### config.mk
export PLATFORM = sky130hd
export DESIGN_NAME = button_event_decoder
export DESIGN_NICKNAME = d
export VERILOG_FILES = /design/src/rtl/btn_event_pkg.sv /design/src/rtl/btn_edge_detect.sv /design/src/rtl/button_event_decoder.sv
export SDC_FILE = /design/constraint.sdc
export NUM_CORES = 1
export LEC_CHECK = 0
export BUFFER_PORTS_ARGS = -buffer_cell sky130_fd_sc_hd__buf_2
export CAP_MARGIN = 20
export CORE_MARGIN = 2
export CORE_UTILIZATION = 40
export DETAILED_ROUTE_END_ITERATION = 12
export SLEW_MARGIN = 20
export SYNTH_ARGS = -nofsm -noshare
export SYNTH_HDL_FRONTEND = slang
export SYNTH_SLANG_ARGS = --single-unit
### constraint.sdc
create_clock -name clk -period 3.31 [get_ports clk]
set_input_delay 0.4965 -clock clk [delete_from_list [all_inputs] [get_ports clk]]
set_output_delay 0.4965 -clock clk [all_outputs]
set_load 0.1 [all_outputs]
### src/rtl/btn_event_pkg.sv
// rtl/btn_event_pkg.sv - shared state encoding and default timing for the button event decoder
package btn_event_pkg;

    localparam logic [2:0] ST_IDLE   = 3'd0;
    localparam logic [2:0] ST_HELD   = 3'd1;
    localparam logic [2:0] ST_LONG   = 3'd2;
    localparam logic [2:0] ST_GAP    = 3'd3;
    localparam logic [2:0] ST_SECOND = 3'd4;

    localparam int DEFAULT_LONG_CYCLES = 8;
    localparam int DEFAULT_GAP_CYCLES  = 6;

    typedef enum logic [2:0] {
        IDLE   = ST_IDLE,
        HELD   = ST_HELD,
        LONG   = ST_LONG,
        GAP    = ST_GAP,
        SECOND = ST_SECOND
    } state_t;

    function automatic int max_int(input int a, input int b);
        return (a > b) ? a : b;
    endfunction

endpackage

### src/rtl/btn_edge_detect.sv
// rtl/btn_edge_detect.sv - registers a pressed level once and derives its rise/fall edges
module btn_edge_detect (
    input  logic clk,
    input  logic rst,
    input  logic level,
    output logic rise,
    output logic fall
);

    logic r_lvl_q;

    // Reset to not-pressed so a button held through reset yields a press edge.
    always_ff @(posedge clk or posedge rst) begin
        if (rst) begin
            r_lvl_q <= 1'b0;
        end else begin
            r_lvl_q <= level;
        end
    end

    assign rise = level & ~r_lvl_q;
    assign fall = ~level & r_lvl_q;

endmodule

### src/rtl/button_event_decoder.sv
// rtl/button_event_decoder.sv - classifies a debounced button into press/release, click, double-click and long-press pulses
module button_event_decoder
    import btn_event_pkg::*;
#(
    parameter int LONG_CYCLES  = DEFAULT_LONG_CYCLES,
    parameter int GAP_CYCLES   = DEFAULT_GAP_CYCLES,
    parameter bit ACTIVE_LEVEL = 1'b1
) (
    input  logic       clk,
    input  logic       rst,
    input  logic       debounced,
    output logic       press_pulse,
    output logic       release_pulse,
    output logic       single_click,
    output logic       double_click,
    output logic       long_press,
    output logic [2:0] state_dbg
);

    localparam int CNT_W = $clog2(max_int(LONG_CYCLES, GAP_CYCLES)) + 1;
    localparam logic [CNT_W-1:0] LONG_LAST = CNT_W'(LONG_CYCLES - 1);
    localparam logic [CNT_W-1:0] GAP_LAST  = CNT_W'(GAP_CYCLES - 1);
    localparam logic [CNT_W-1:0] CNT_MAX   = '1;

    logic             w_pressed;
    logic             w_rise;
    logic             w_fall;
    logic [CNT_W-1:0] w_cnt_inc;

    state_t           r_state;
    logic [CNT_W-1:0] r_cnt;
    logic             r_press;
    logic             r_release;
    logic             r_single;
    logic             r_double;
    logic             r_long;

    assign w_pressed = (debounced == ACTIVE_LEVEL);

    btn_edge_detect u_edge (
        .clk   (clk),
        .rst   (rst),
        .level (w_pressed),
        .rise  (w_rise),
        .fall  (w_fall)
    );

    assign w_cnt_inc = (r_cnt == CNT_MAX) ? r_cnt : r_cnt + CNT_W'(1);

    // Release is tested before the threshold in HELD, press before expiry in GAP.
    always_ff @(posedge clk or posedge rst) begin
        if (rst) begin
            r_state   <= IDLE;
            r_cnt     <= '0;
            r_press   <= 1'b0;
            r_release <= 1'b0;
            r_single  <= 1'b0;
            r_double  <= 1'b0;
            r_long    <= 1'b0;
        end else begin
            r_press   <= 1'b0;
            r_release <= 1'b0;
            r_single  <= 1'b0;
            r_double  <= 1'b0;
            r_long    <= 1'b0;
            r_cnt     <= w_cnt_inc;
            case (r_state)
                IDLE: begin
                    r_cnt <= '0;
                    if (w_rise) begin
                        r_press <= 1'b1;
                        r_state <= HELD;
                    end
                end
                HELD: begin
                    if (w_fall) begin
                        r_release <= 1'b1;
                        r_cnt     <= '0;
                        r_state   <= GAP;
                    end else if (r_cnt == LONG_LAST) begin
                        r_long  <= 1'b1;
                        r_cnt   <= '0;
                        r_state <= LONG;
                    end
                end
                LONG: begin
                    if (w_fall) begin
                        r_release <= 1'b1;
                        r_cnt     <= '0;
                        r_state   <= IDLE;
                    end
                end
                GAP: begin
                    if (w_rise) begin
                        r_press  <= 1'b1;
                        r_double <= 1'b1;
                        r_cnt    <= '0;
                        r_state  <= SECOND;
                    end else if (r_cnt == GAP_LAST) begin
                        r_single <= 1'b1;
                        r_cnt    <= '0;
                        r_state  <= IDLE;
                    end
                end
                SECOND: begin
                    if (w_fall) begin
                        r_release <= 1'b1;
                        r_cnt     <= '0;
                        r_state   <= IDLE;
                    end
                end
                default: begin
                    r_cnt   <= '0;
                    r_state <= IDLE;
                end
            endcase
        end
    end

    assign press_pulse   = r_press;
    assign release_pulse = r_release;
    assign single_click  = r_single;
    assign double_click  = r_double;
    assign long_press    = r_long;
    assign state_dbg     = r_state;

endmodule
==> impl_metrics.toml <==
[place]
place_inst = 90
place_hpwl_um = 875
portBuffers = 10
gp_congestion = 0.734

[power_and_ir_drop]
power.leakage_nw = 0.357
power.density_nw_per_um2 = 894
vdd_drop_max_v = 0.000276

[floorplanning]
start_util_pct = 43.8
fp-row-count = 14
die_h_um = 45.1
dieArea_um2 = 2030
die_x_um = 45.1
core_um2 = 1540
pin_count = 11

[sta]
finalCritPeriodShare_pct = 54.4
setup_tns_ns = 0
hold_violations = 0
worst_pin_slew_ns = 0.483
rsz0062_at_grt = "false"
drv_slew = 0
setup_viol_count_final = 0
slew_headroom_pct = 67.8
layout_min_cycle_time_ns = 1.80
max_freq_mhz = 555
skew_ns = 0.00400

[critical_path]
crit_required_ns = 2.81
critical_path_arrival_ns = 1.31
cp_cell_sequence = "buf_2"
path_class = "flop to primary output"
crit_buf_inv = 1
cp_top_family = "flip-flops"
crit_fanout = 12
end_kind = "primary output"
cpPeakStageDelay_ns = 0.54
crit_path_start_kind = "flop"
cp_slowest_cell = "dfrtp_1"

[drt]
drt_first_iter_violations = 3
vias = 507
drc = 0
ant_nets = 0
post_drt_wl_per_cell_um = 12.2
drt_first_pass_iters = 3
routed_wl_um = 1140
vias_per_cell = 5.39

[yosys]
seq_area_frac_synth_pct = 48.1
ys_types = 27
yosysWarningCount = 0
ys_ff_latch = 13
syn-num-nets = 72
synth_top_area_cell = "dfrtp_1"
yosys.cell_count.top_type = "dfrtp_1"
postSynthAreaPerCell_um2 = 10.1
syn_area_um2 = 676
synth_cells = 67
synth_top_area_share_pct = 48.1
synth_area_leaders = "dfrtp_1 (48%), nor2_1 (5.0%), nor3b_1 (4.4%), ha_1 (3.7%), buf_6 (3.3%)"
synthArstFlopShare_pct = 100
synth-main-ff-cell = "dfrtp_1"
synth_enable_flop_cells = 0
synthTopCellsByCount = "dfrtp_1 (13), nor2_1 (9), inv_1 (4), nor3b_1 (4), o21ai_0 (4)"

[grt]
antenna_found_initial = 0
grt_pass1_vias = 459
grt_first_pass_wirelength_um = 2020
grt_overflow = 0
track_usage_pct = 14.5
grt_max_degree = 14

[layout]
drive_above_1_share_pct = 20.5
antennaDiodeCount = 0
post_layout_nonfiller_instances = 94
num-nets-final = 84
area_growth_syn_to_layout_pct = 9.81

[cts]
numCtsBuffers = 3
ctsHoldBuffers = 0
post_cts_resized = 0
cts_max_level = 1
clkLatencyLatePin_ns = 0.27
cts.sinks = 13
cts_tree = "yes"
cts_setup_buffers = 0
clock_path_buffers = 2
clkTransAtPathRegs_ns = 0.08
root_buffer = "clkbuf_4"

[status]
status = "completed"

[min_path]
hold_class = "input pin to asynchronous set/reset pin"

[run]
maxCapViolCount = 0
-- cells in the final DEF, fill, tap and decap left out, types with 2 or more instances in the layout --
cell,n
nand3_1,2
a31oi_1,2
buf_2,10
dfrtp_1,13
inv_1,4
nor2_1,9
ha_1,2
clkbuf_4,3
nand3b_1,2
nand2b_1,2
nor3_1,2
a21oi_1,3
o21ai_0,4
nor3b_1,4
a211oi_1,2
nor2b_1,2
-- power breakdown --
group | switching [mW] | internal, mW | leakage, nW
clock | 0.0496 | 0.0467 | 0.0150
combinational | 0.237 | 0.0896 | 0.169
sequential | 0.0509 | 0.190 | 0.173
total | 0.338 | 0.326 | 0.357
-- state kept, by name, indices dropped and copies added, names as in the netlist --
| signal | flops |
|---|---|
| state_dbg | 3 |
| r_cnt | 4 |
| u_edge.r_lvl_q | 1 |
| long_press | 1 |
| single_click | 1 |
| press_pulse | 1 |
| double_click | 1 |
| release_pulse | 1 |
-- layout make-up --
class                   count  area, um^2
fillers                   149         800
flip-flops and latches     13         325
repair buffers             10        50.0
clock buffers               4        26.3
inverters                   4        15.0
well taps                  16        20.0
multi-input cells          47         305
-- cells by family (layout without fill, tap and decap cells) --
logic type / count (synthesis) / in the layout / synth area share (%)
buffers and inverters: 7 / 18 / 6.67
XOR/XNOR: 2 / 2 / 2.59
flip-flops: 13 / 13 / 48.1
adder cells (fa/ha/maj): 2 / 2 / 3.70
AND/OR/NAND/NOR: 28 / 28 / 23.5
AO/OA/AOI/OAI: 15 / 15 / 15.4
-- final timing paths --
check                             start             end  slack [ns]  depth (start not counted)
max                        state_dbg[1]    state_dbg[1]        1.51                          1
max in group asynchronous           rst  u_edge.r_lvl_q        2.76                          2
min                                 rst    state_dbg[2]        0.22                          2
min reg2reg                    r_cnt[3]        r_cnt[3]        0.56                          1
max reg2reg                    r_cnt[0]    state_dbg[0]        1.67                          5
min in group clk              debounced  u_edge.r_lvl_q        0.40                          1
-- per-layer routing --
layer	vias up	wire length, um	part of all wire (%)	GRT usage (%)
li1	259	-	-	-
met1	237	519	45	15.7
met2	9	564	49	24.3
met3	2	49	4.3	6.00
met4	0	9	0.79	7.06
met5	-	0	0	0
-- through the flow --
step	utilization (%)	total power, mW	setup slack, ns	instance area (um^2)	hold slack [ns]
2_1_floorplan	-	0.545	1.28	676	0.373
3_3_place_gp	46.4	0.573	1.74	716	0.535
3_5_place_dp	46.4	0.575	1.68	716	0.536
4_1_cts	48.1	0.674	1.49	742	0.242
5_1_grt	48.1	0.714	1.44	742	0.282
6_report	48.1	0.664	1.51	742	0.225
(Power assumes the default switching activity.)
